--- config.mk ---
export PLATFORM = sky130hd
export DESIGN_NAME = systolic_feed_ctrl
export DESIGN_NICKNAME = d
export VERILOG_FILES = /design/src/rtl/systolic_feed_ctrl.sv
export SDC_FILE = /design/constraint.sdc
export NUM_CORES = 1
export LEC_CHECK = 0
export BUFFER_PORTS_ARGS = -buffer_cell sky130_fd_sc_hd__buf_2
export CAP_MARGIN = 30
export CELL_PAD_IN_SITES_DETAIL_PLACEMENT = 0
export CELL_PAD_IN_SITES_GLOBAL_PLACEMENT = 1
export CORE_UTILIZATION = 25
export DETAILED_ROUTE_END_ITERATION = 8
export PLACE_DENSITY = 0.6
export SETUP_SLACK_MARGIN = 0.1
export SYNTH_ARGS = -nofsm -noshare
export SYNTH_HDL_FRONTEND = slang
export SYNTH_SLANG_ARGS = --single-unit
--- constraint.sdc ---
create_clock -name clk -period 4.25 [get_ports clk]
set_input_delay 0.85 -clock clk [delete_from_list [all_inputs] [get_ports clk]]
set_output_delay 0.85 -clock clk [all_outputs]
set_load 0.005 [all_outputs]
--- src/rtl/systolic_feed_ctrl.sv ---
// Operand sequencer for an output-stationary systolic array.
// Latches A/B on start, then emits skewed west/north operand wavefronts.
module systolic_feed_ctrl #(
  parameter int DATA_WIDTH   = 8,
  parameter int ARRAY_W      = 4,
  parameter int ARRAY_L      = 4,
  parameter int DRAIN_CYCLES = 4
) (
  input  logic clk,
  input  logic rst_n,
  input  logic start,
  input  logic abort,
  input  logic [0:ARRAY_W-1][0:ARRAY_L-1][DATA_WIDTH-1:0] matrix_a,
  input  logic [0:ARRAY_L-1][0:ARRAY_W-1][DATA_WIDTH-1:0] matrix_b,
  output logic [0:ARRAY_W-1][DATA_WIDTH-1:0] a_feed,
  output logic [0:ARRAY_W-1] a_valid,
  output logic [0:ARRAY_W-1][DATA_WIDTH-1:0] b_feed,
  output logic [0:ARRAY_W-1] b_valid,
  output logic pe_clear,
  output logic busy,
  output logic done,
  output logic [$clog2(ARRAY_L+ARRAY_W)-1:0] step
);

  localparam int F    = ARRAY_L + ARRAY_W - 1;
  localparam int SW   = $clog2(ARRAY_L + ARRAY_W);
  localparam int CMAX = (F > DRAIN_CYCLES) ? F : DRAIN_CYCLES;
  localparam int CW   = $clog2(CMAX + 1);

  typedef enum logic [2:0] {
    S_IDLE, S_LOAD, S_FEED, S_DRAIN, S_DONE
  } state_t;

  state_t state_q, state_d;
  logic [CW-1:0] cnt_q, cnt_d;

  logic [0:ARRAY_W-1][0:ARRAY_L-1][DATA_WIDTH-1:0] a_lat;
  logic [0:ARRAY_L-1][0:ARRAY_W-1][DATA_WIDTH-1:0] b_lat;

  logic [0:ARRAY_W-1][DATA_WIDTH-1:0] a_feed_d, b_feed_d;
  logic [0:ARRAY_W-1] a_valid_d, b_valid_d;
  logic pe_clear_d, busy_d, done_d;
  logic [SW-1:0] step_d;

  always_ff @(posedge clk or negedge rst_n) begin
    if (!rst_n) begin
      state_q <= S_IDLE;
      cnt_q   <= '0;
    end else begin
      state_q <= state_d;
      cnt_q   <= cnt_d;
    end
  end

  always_comb begin
    state_d = state_q;
    cnt_d   = cnt_q;
    if (abort) begin
      state_d = S_IDLE;
      cnt_d   = '0;
    end else begin
      unique case (state_q)
        S_IDLE: begin
          cnt_d = '0;
          if (start) state_d = S_LOAD;
        end
        S_LOAD: begin
          state_d = S_FEED;
          cnt_d   = '0;
        end
        S_FEED: begin
          if (cnt_q == CW'(F - 1)) begin
            state_d = S_DRAIN;
            cnt_d   = '0;
          end else begin
            cnt_d = cnt_q + 1'b1;
          end
        end
        S_DRAIN: begin
          if (cnt_q == CW'(DRAIN_CYCLES - 1)) begin
            state_d = S_DONE;
            cnt_d   = '0;
          end else begin
            cnt_d = cnt_q + 1'b1;
          end
        end
        S_DONE: begin
          state_d = S_IDLE;
          cnt_d   = '0;
        end
        default: begin
          state_d = S_IDLE;
          cnt_d   = '0;
        end
      endcase
    end
  end

  // Operands are captured only on the edge that accepts a pass.
  always_ff @(posedge clk or negedge rst_n) begin
    if (!rst_n) begin
      a_lat <= '0;
      b_lat <= '0;
    end else if (state_q == S_IDLE && state_d == S_LOAD) begin
      a_lat <= matrix_a;
      b_lat <= matrix_b;
    end
  end

  // Lane i carries element k-i; matching on i+l avoids a variable index.
  always_comb begin
    a_feed_d   = '0;
    a_valid_d  = '0;
    b_feed_d   = '0;
    b_valid_d  = '0;
    step_d     = '0;
    pe_clear_d = (state_d == S_LOAD);
    busy_d     = (state_d != S_IDLE);
    done_d     = (state_d == S_DONE);
    if (state_d == S_FEED) begin
      step_d = SW'(cnt_d);
      for (int i = 0; i < ARRAY_W; i++) begin
        for (int l = 0; l < ARRAY_L; l++) begin
          if (int'(cnt_d) == i + l) begin
            a_feed_d[i]  = a_lat[i][l];
            a_valid_d[i] = 1'b1;
            b_feed_d[i]  = b_lat[l][i];
            b_valid_d[i] = 1'b1;
          end
        end
      end
    end
  end

  always_ff @(posedge clk or negedge rst_n) begin
    if (!rst_n) begin
      a_feed   <= '0;
      a_valid  <= '0;
      b_feed   <= '0;
      b_valid  <= '0;
      pe_clear <= 1'b0;
      busy     <= 1'b0;
      done     <= 1'b0;
      step     <= '0;
    end else begin
      a_feed   <= a_feed_d;
      a_valid  <= a_valid_d;
      b_feed   <= b_feed_d;
      b_valid  <= b_valid_d;
      pe_clear <= pe_clear_d;
      busy     <= busy_d;
      done     <= done_d;
      step     <= step_d;
    end
  end

endmodule
# Word-level counts from Yosys, hierarchy flattened
# Index checks and enable logic that the tools add are counted.
word_totals:
  regBits: 336
  latchBits: 0
  ram_bits: 0
  romBits: 0
  in_bits: 260
  output_inout_bits: 78
  wordCells: 127
  memories: 0
op_classes:
  n_addsub: 1
  multipliers: 0
  n_div: 0
  magnitude_cmp: 0
  n_eq_ne: 14
  shifts: 0
  mux: 61
  n_bitwise: 0
  reduce_logical: 4
op_table:
  columns: ["op", "n"]
  rows:
  - ["$mux 8", 32]
  - ["$mux 32", 2]
  - ["$mux 3", 8]
  - ["$eq 3x2->1 const B", 6]
  - ["$eq 3x3->1 const B", 6]
  - ["$mux 1", 16]
  - ["$pmux 3 s4", 1]
  - ["$eq 3x1->1 const B", 2]
  - ["$logic_not 3->1", 2]
  - ["$pmux 3 s2", 1]
  - ["$mux 4", 1]
  - ["$add 3x1->3 const B", 1]
  - ["$reduce_bool 3->1", 1]
  - ["$logic_and 1x1->1", 1]

# Logic depth before layout (Yosys ltp)
# Gate-level depths: netlist of run 1.
logic_depth:
  ltp_word: 10
  ltp_mapped: 11
  ltp_nobuf: 8

# Worst setup path before layout of run 1
# OpenSTA, ideal clock, no wires.
synth_path:
  kind: "register to register"
  startpoint: "register cnt_q[0]"
  endpoint: "register a_feed[29] in the netlist's numbering"
  setup_time_ns: 0.123
  t_arrival_ns: 3.032
  required_ns: 4.127
  slack_ns: 1.095
  stages_incl_launch_ff: 11
  path_buffers: 4
  path_cell_list: "dfrtp_1 clkbuf_1 clkbuf_1 inv_1 ha_1 clkbuf_1 or2_2 nor4_2 nand2_1 clkbuf_1 o221a_2"
synth_rtl:
  columns: ["item", "line_no", "text"]
  rows:
  - ["from (decl)", "35", "logic [CW-1:0] cnt_q, cnt_d;"]
  - ["from (signal assigned)", "51", "cnt_q <= cnt_d;"]
  - ["to (signal assigned)", "137", "a_feed <= '0;"]
  - ["to (signal assigned)", "146", "a_feed <= a_feed_d;"]
  - ["to (decl)", "15", "output logic [0:ARRAY_W-1][DATA_WIDTH-1:0] a_feed,"]

==> qor.txt, run 1 <==
run status - finished clean
DR pass1 iterations - 5
Mapped Area - 14,200 um^2
Crit Reg-Reg Startpoint - cnt_q[0]$_DFF_PN0_
Hold Buf Count CTS - 0
vias per cell - 4.63
Core Area - 56,300 um^2
final setup TNS - 0 ns
syn nets - 1,323
Skew-Pair Late Insertion Delay - 0.57 ns
sequential cell area fraction in the yosys report - 59.1%
Setup crit start - cnt_q[0]$_DFF_PN0_
initial antenna violation count - 12
area delta synth->final - 27.9%
Max-cap violations - 0
drt wl/cell - 20.3 um
Setup Viol. Count Final - 0
clock sink count - 336
total power - 8780 uW
fmax - 0.296 GHz
io pins - 338
Initial Util - 25.3%
Routed Antenna Nets - 0
syn avg cell area - 13.4 um^2
Die Width - 241 um
largest net degree at the start of global routing - 133
post_cts resized - 0
final layout net count - 1,640
number of synthesized register bits - 336
drt drc - 0
Clk pwr share - 40.9%
Synth area leader - dfrtp_1
share of cells above drive strength 1 - 52.0%
Critical Path RT - 4.69 ns
Post-DP HPWL - 28,700 um
H-Tree Depth - 2
RSZ-0062 raised after global routing - no
clk buf depth - 3
height of the die - 241 um
EDFF count, synth - 0
global-route wire length before repair - 65,600 um
# rows - 87
Placement Setup Slack - 0.777 ns
min Tclk post-route - 3.38 ns
CP Launch Type - flop
Routed WL - 44,000 um
total number of vias - 10,000
Worst Setup End Kind - flop
fin worst setup slack - 0.871 ns
peak supply drop - 0.256 mV
Reg power frac - 46.4%
clock-pin slew on the worst setup and hold paths - 0.06 ns
post-synthesis cell count - 1,059
Tcrit/Tclk final - 79.5%
CTS Buf Count - 42
Setup Fix Bufs, Post-CTS - 0
GRT Total Usage - 15.1%
Congestion Overflow GR - 0
Clock Skews - 0.0337 ns
Hold Path Class - input port to asynchronous set/reset pin
1st-iter DRT viols - 457
Worst Path Arrival - 3.82 ns
vias in the first global route - 10,600
cell area after layout - 18,200 um^2
Synthesis Warnings - 0
Logic pwr share - 12.7%
fraction of registers with async set/reset - 100%
Fin. Hold Viols - 0
Die ar. - 57,800 um^2
Net Sw Frac - 24.7%
P_sw - 2170 uW
I/O Buffers - 337
Static Leakage - 0.00815 uW
Fin Hold WS - 0.364 ns
Pint - 6610 uW
Slew Limit Fails - 0
RePlAce Congestion - 0.748
PD cells - 483 nW/um^2
Slew @ Worst Pin - 0.982 ns
CTS tree - done
Synth area leaders - dfrtp_1 (59%), mux2_2 (22%), nand3_1 (2.3%), a311oi_1 (1.9%), clkbuf_1 (1.8%)
Post-DP Area - 16,800 um^2
worst rel slew slack - 34.2%
post-synth cell types - 50
clk root buf - clkbuf_16
top cell type's share of synthesized area - 59.1%
CP Class - flop to flop
Max FO, Critical Path - 19
top_reg_cell synth - dfrtp_1
logic make-up after synthesis:
logic type | synth area share (%)
buffers and inverters | 3.07
flip-flops | 59.1
AND/OR/NAND/NOR | 7.16
multiplexers | 21.6
adder cells (fa/ha/maj) | 0.352
AO/OA/AOI/OAI | 8.68
per-layer routing:
metal	up-vias	part of all wire (%)	track usage (%)
met5	-	0.15	0
met1	5115	44	19.6
met3	75	5.5	3.35
li1	4599	-	-
met2	240	48	24.5
met4	12	2.5	5.44
path summary, 6_finish.rpt:
| check | to | slack, ns | cells after the start |
|---|---|---|---|
| worst min-delay path | b_lat[96]$_DFFE_PN0P_ | 0.36 | 1 |
| worst max register to register | b_feed[20]$_DFF_PN0_ | 0.87 | 8 |
| worst max-delay path | b_feed[20]$_DFF_PN0_ | 0.87 | 8 |
| worst min register to register | b_lat[4]$_DFFE_PN0P_ | 0.50 | 1 |
| max in group asynchronous | b_feed[19]$_DFF_PN0_ | 3.01 | 2 |
| min in group clk | b_lat[4]$_DFFE_PN0P_ | 0.50 | 1 |
state kept, by name, indices dropped and copies added, names as in the netlist:
register	cells
cnt_q	3
a_lat	128
busy	1
a_feed	32
pe_clear	1
b_valid	4
b_lat	128
state_q	3
b_feed	32
step	3
done	1
critical path, cell delays in order (launching register included):
cell and delay, ns:
dfrtp_1 0.37, buf_4 0.20, ha_1 0.24, ha_1 0.34, a211oi_1 0.59, o21ai_4 0.27, inv_1 0.32, nand2b_1 0.53
a311oi_1 0.41
layout by cell type (no fill, tap or decap), types with 17 or more instances in the layout:
cell and instances:
mux2_2 273, buf_2 336, nor2_1 25, a311oi_1 31, nor3_1 17, and3_1 17
nand3_1 65, o21ai_0 17, a21oi_1 35, dfrtp_1 336, clkbuf_16 43, buf_4 21
per-stage QoR:
stage,instances,util [%]
2_1_floorplan,1059,-
3_3_place_gp,2086,29.8
3_5_place_dp,2087,29.8
4_1_cts,2160,32.3
5_1_grt,2165,32.3
6_report,2167,32.3
cells in the mapped netlist, types with 2 or more instances:
master / instances
o221a_2: 16
inv_1: 5
nand4_1: 16
o22ai_1: 16
and3b_1: 2
o211ai_1: 16
o21ai_0: 17
buf_2: 5
o311a_1: 16
nand3b_1: 2
nand3_1: 65
mux2_2: 273
or3_1: 16
and2_1: 3
buf_1: 5
a211o_1: 2
buf_6: 4
ha_1: 4
nor3_1: 17
nand2_1: 7
clkbuf_1: 70
a21oi_1: 36
dfrtp_1: 336
a31oi_1: 2
nand2b_1: 4
a311oi_1: 31
buf_4: 8
nor2_1: 26
and3_1: 18
power by group through the flow:
stage / Combinational (uW) / Clock [uW] / Sequential, uW
2_1_floorplan: 766 / 0 / 4030
3_3_place_gp: 1100 / 0 / 4120
3_5_place_dp: 1130 / 0 / 4130
4_1_cts: 1130 / 3730 / 4080
5_1_grt: 1220 / 3830 / 4150
6_report: 1110 / 3590 / 4070
final cells by class:
cell class,instances,area [um^2]
multi-input combinational,625,5430
fill,5690,38100
clock inverter,12,164
antenna,6,15.0
clock buffer,61,1210
timing repair buffer,365,1990
tap,756,946
inverter,6,25.0
sequential,336,8410
(Power assumes the default switching activity.)
==> run 2: changes to the inputs <==
- ABC_AREA: unset -> 1
- PLACE_DENSITY: 0.6 -> 0.64
- clock period: 4.25 -> 3.5 ns (I/O delays scaled with it)
==> qor.txt, run 2 <==
Reg power frac - 47.6%
vias in the first global route - 13,100
CTS Buf Count - 42
GRT Total Usage - 16.2%
Critical Path RT - 3.94 ns
I/O Buffers - 337
Core Area - 57,800 um^2
top cell type's share of synthesized area - 57.4%
height of the die - 244 um
post-route insts no fill - 2,921
largest net degree at the start of global routing - 136
worst rel slew slack - 49.7%
total number of vias - 12,600
share of cells above drive strength 1 - 21.0%
Setup crit start - cnt_q[0]$_DFF_PN0_
area delta synth->final - 26.2%
Pint - 7930 uW
1st-iter DRT viols - 680
CP Class - flop to flop
Skew-Pair Late Insertion Delay - 0.56 ns
post_cts resized - 0
Routed Antenna Nets - 0
CP Launch Type - flop
R2R Setup Slk - 0.89 ns
Synth area leaders - dfrtp_1 (57%), nand2_1 (25%), nand3_1 (5.1%), nor2_1 (2.8%), buf_2 (1.9%)
syn nets - 2,090
fillers - 6,217
count leader, synth - nand2_1
sequential cell area fraction in the yosys report - 57.4%
syn avg cell area - 8.02 um^2
Crit Reg-Reg Startpoint - cnt_q[0]$_DFF_PN0_
Tcrit/Tclk final - 74.6%
min Tclk post-route - 2.61 ns
total power - 10,900 uW
H-Tree Depth - 2
clk buf depth - 3
biggest regs - a_lat x128, b_lat x128
Die ar. - 59,600 um^2
Max-cap violations - 0
Inst Count DP - 2,845
top_reg_cell synth - dfrtp_1
final setup TNS - 0 ns
Max FO, Critical Path - 16
PD cells - 591 nW/um^2
Routed WL - 48,400 um
clk root buf - clkbuf_16
peak supply drop - 0.369 mV
drt drc - 0
Clock Skews - 0.0118 ns
fraction of registers with async set/reset - 100%
run status - finished clean
Setup Fix Bufs, Post-CTS - 0
Hold Buf Count CTS - 0
Die Width - 244 um
fmax - 0.383 GHz
Net Sw Frac - 27.4%
Slew Limit Fails - 0
# rows - 88
Reg2Reg Depth - 10
io pins - 338
global-route wire length before repair - 75,100 um
Logic pwr share - 12.9%
clock sink count - 336
P_sw - 2990 uW
number of synthesized register bits - 336
Setup Viol. Count Final - 0
Synthesis Warnings - 0
post-synth cell types - 24
worst reg2reg path endpoint - a_feed[19]$_DFF_PN0_
RSZ-0062 raised after global routing - no
DR pass1 iterations - 5
Slew @ Worst Pin - 0.754 ns
RePlAce Congestion - 0.789
Fin. Hold Viols - 0
final layout net count - 2,388
post-synthesis cell count - 1,826
drt wl/cell - 16.6 um
Post-synth top cells - nand2_1 (960), dfrtp_1 (336), nand3_1 (150), nor2_1 (109), buf_2 (57)
Mapped Area - 14,600 um^2
initial antenna violation count - 7
EDFF count, synth - 0
Congestion Overflow GR - 0
Worst Path Arrival - 3.05 ns
Hold Path Class - input port to asynchronous set/reset pin
Clk pwr share - 39.5%
Worst Setup End Kind - flop
Initial Util - 25.3%
Post-DP HPWL - 32,000 um
most frequent cells in the layout - nand2_1 (959), dfrtp_1 (336), buf_2 (336), nand3_1 (150), nor2_1 (109)
vias per cell - 4.33
most common cell after layout, fill and taps aside - nand2_1
CTS tree - done
Synth area leader - dfrtp_1
Static Leakage - 0.0103 uW
clock-pin slew on the worst setup and hold paths - 0.06 ns
[run 2: kinds of logic (layout without fill, tap and decap cells)]
kind of cell    after synthesis  after routing  synth area share (%)
simple gates               1248           1248                  34.0
flops                       336            336                  57.4
buf+inv                     166            493                  5.36
compound gates               72             72                  2.89
fa+ha+maj                     4              4                 0.342
other cells                   0              3                     0
[run 2: final cells by class]
cell class	count	area (um^2)	share of cell area (%)
sequential	336	8410	45.5
multi-input combinational	1324	5500	29.8
timing repair buffer	368	2040	11.0
clock buffer	61	1240	6.69
tap	765	957	5.18
inverter	52	203	1.10
clock inverter	12	125	0.677
antenna	3	7.51	0.0406
[run 2: worst max path at each step]
stage | end | cells after the start | slack [ns]
2_1_floorplan | b_feed[26]$_DFF_PN0_ | 12 | 1.49
3_3_place_gp | a_feed[0]$_DFF_PN0_ | 9 | 0.86
3_5_place_dp | a_feed[2]$_DFF_PN0_ | 9 | 0.76
4_1_cts | a_feed[21]$_DFF_PN0_ | 10 | 0.84
5_1_grt | a_feed[19]$_DFF_PN0_ | 10 | 0.63
6_report | a_feed[19]$_DFF_PN0_ | 10 | 0.89
[run 2: metrics by stage]
| step | utilization (%) | setup slack [ns] | hold WS, ns | cell area (um^2) |
|---|---|---|---|---|
| floorplan | - | 1.49 | 0.404 | 14600 |
| global placement | 29.6 | 0.862 | 0.453 | 17100 |
| detailed placement | 29.6 | 0.761 | 0.456 | 17100 |
| CTS | 32.0 | 0.841 | 0.142 | 18500 |
| global route | 32.0 | 0.634 | 0.182 | 18500 |
| finish | 32.0 | 0.889 | 0.149 | 18500 |
[run 2: worst max-delay path: stages (launching register included)]
cell and delay [ns]:
dfrtp_1 0.41, ha_1 0.22, ha_1 0.27, a21oi_1 0.13, nand2_1 0.12, a21oi_4 0.18, buf_4 0.27, nand2_2 0.33
buf_4 0.29, o21ai_0 0.19, nor2_1 0.07
[run 2: power by group through the flow]
stage | registers (uW) | clock network (uW) | logic (uW)
after floorplan | 5140 | 0 | 955
after global placement | 5250 | 0 | 1410
after detailed placement | 5260 | 0 | 1440
after CTS | 5210 | 4460 | 1450
after global routing | 5310 | 4590 | 1660
final | 5200 | 4310 | 1410
[run 2: routing by layer]
layer,GRT usage (%),vias to the layer above,share of wire (%)
met5,0,-,0.072
met4,4.91,4,2.1
met3,2.94,74,5.0
met2,27.0,309,48
met1,21.3,6012,45
li1,-,6241,-
==> run 3: changes to the inputs <==
- PLACE_DENSITY: 0.64 -> 0.66
- clock period: 3.5 -> 2.3 ns (I/O delays scaled with it)
==> qor.txt, run 3 (synthesis results as in run 2) <==
run status - finished clean
height of the die - 244 um
Core Area - 57,800 um^2
fillers - 6,133
most used cell, CP - nand2_2
io pins - 338
DR WL met2 - 24,600 um
Clock Skews - 0.0241 ns
Congestion Overflow GR - 0
GRT Total Usage - 16.8%
Final Util - 33.8%
Fin Hold WS - 0.0752 ns
Hold Path Class - input port to flop
Worst Setup End Kind - flop
initial antenna violation count - 9
Skew-Pair Late Insertion Delay - 0.58 ns
Reg power frac - 46.9%
Reg2Reg Depth - 11
Static Leakage - 0.0109 uW
top layer reached by signal wires - met5
clock-pin slew on the worst setup and hold paths - 0.06 ns
Worst Path Arrival - 2.55 ns
Post-DP Area - 17,600 um^2
Worst Hold End - b_lat[15]$_DFFE_PN0P_
1st-iter DRT viols - 784
clock sink count - 336
H-Tree Depth - 2
Slew @ Worst Pin - 0.449 ns
Crit Reg-Reg Startpoint - cnt_q[0]$_DFF_PN0_
worst reg2reg path endpoint - a_feed[22]$_DFF_PN0_
most frequent cells in the layout - nand2_1 (954), dfrtp_1 (336), buf_2 (336), nand3_1 (150), nor2_1 (106)
Net Sw Frac - 27.6%
routed wl met3 - 2660 um
cell area after layout - 19,500 um^2
Setup Viol. Count Final - 0
most common cell after layout, fill and taps aside - nand2_1
critical path's slowest cell - dfrtp_1
Routed WL - 51,800 um
min Tclk post-route - 2.11 ns
Logic pwr share - 13.5%
RePlAce Congestion - 0.803
final layout net count - 2,446
Die ar. - 59,600 um^2
global-route wire length before repair - 77,700 um
CP Class - flop to flop
share of cells above drive strength 1 - 23.7%
Clk pwr share - 39.6%
HP Start - matrix_b[15]
CP Launch Type - flop
clk root buf - clkbuf_16
worst hold stages - 3
Tcrit/Tclk final - 91.7%
# rows - 88
crit path buf inv count - 4
drt drc - 0
area delta synth->final - 33.4%
Fin. Hold Viols - 0
vias per cell - 4.35
final setup TNS - 0 ns
largest net degree at the start of global routing - 88
RSZ-0062 raised after global routing - yes
Pint - 12,200 uW
CP delay by family, top - buffers and inverters
R2R Setup Slk - 0.19 ns
Initial Util - 25.3%
peak supply drop - 0.452 mV
slowest stage delay, CP - 0.40 ns
I/O Buffers - 337
PD cells - 864 nW/um^2
Die Width - 244 um
CTS Buf Count - 41
biggest regs - a_lat x128, b_lat x128
Met1 Wirelength - 23,200 um
P_sw - 4660 uW
Post-DP HPWL - 33,500 um
Max-cap violations - 0
Critical Path RT - 2.74 ns
Max FO, Critical Path - 19
DR pass1 iterations - 7
worst rel slew slack - 70.0%
Slew Limit Fails - 0
vias in the first global route - 13,400
CTS tree - done
CP Cell Sequence - ha_2 > buf_4 > inv_1 > ha_1 > nand2_2 > a21oi_4 > buf_8 > nand2_2 > buf_12 > o21ai_0 > nor2_1
fmax - 0.474 GHz
Routed Antenna Nets - 0
drt wl/cell - 17.4 um
total number of vias - 13,000
clk buf depth - 3
run 3: power groups by stage:
stage	Sequential (uW)	Clock [uW]	Combinational [uW]
after floorplan	7820	0	1450
after global placement	8010	0	2200
after detailed placement	8010	0	2240
after CTS	7930	6910	2270
after global routing	8090	7070	2680
final	7930	6680	2280
run 3: worst max-delay path by stage:
| stage | start | endpoint | slack, ns | cells after the start |
|---|---|---|---|---|
| final | cnt_q[0]$_DFF_PN0_ | a_feed[22]$_DFF_PN0_ | 0.19 | 11 |
| after global routing | cnt_q[1]$_DFF_PN0_ | a_feed[29]$_DFF_PN0_ | 0.06 | 15 |
| after CTS | cnt_q[0]$_DFF_PN0_ | b_feed[30]$_DFF_PN0_ | 0.11 | 12 |
| after detailed placement | abort | a_feed[18]$_DFF_PN0_ | -0.07 | 10 |
| after global placement | abort | a_feed[18]$_DFF_PN0_ | -0.10 | 10 |
| after floorplan | cnt_q[0]$_DFF_PN0_ | a_feed[12]$_DFF_PN0_ | 0.30 | 12 |
run 3: what timing repair did:
item	4_1_cts	5_1_grt
hold endpoints to repair	33	0
pin swaps	7	6
gates cloned	2	9
hold buffers	1	0
setup endpoints to repair	156	315
setup buffers	13	4
resized for setup	11	37
run 3: final cells by class:
cell class                 count  area, um^2  share of cell area (%)
multi-input combinational   1324        5550                    28.4
clock inverter                15         205                    1.05
inverter                      52         221                    1.13
sequential                   336        8410                    43.0
timing repair buffer         427        3010                    15.4
clock buffer                  57        1180                    6.02
tap                          765         957                    4.90
antenna                        3        7.51                  0.0384
run 3: worst register-to-register path, stage by stage, from the launching register on:
cell and delay (ns):
dfrtp_1 0.40, ha_2 0.21, buf_4 0.13, inv_1 0.04, ha_1 0.14, nand2_2 0.09, a21oi_4 0.21, buf_8 0.17
nand2_2 0.11, buf_12 0.18, o21ai_0 0.21, nor2_1 0.09
run 3: per-stage QoR:
| stage | std cells | total power (uW) | setup WS (ns) |
|---|---|---|---|
| after global placement | 2876 | 10200 | -0.102 |
| after CTS | 2964 | 17100 | 0.108 |
| final | 2979 | 16900 | 0.191 |
| after global routing | 2979 | 17800 | 0.0589 |
| after detailed placement | 2877 | 10300 | -0.0717 |
| after floorplan | 1826 | 9270 | 0.305 |
run 3: metal layers:
layer  vias up  GRT usage [%]
li1       6361              -
met1      6178           21.8
met2       333           27.9
met3        84           3.33
met4        12           5.83
met5         -              0
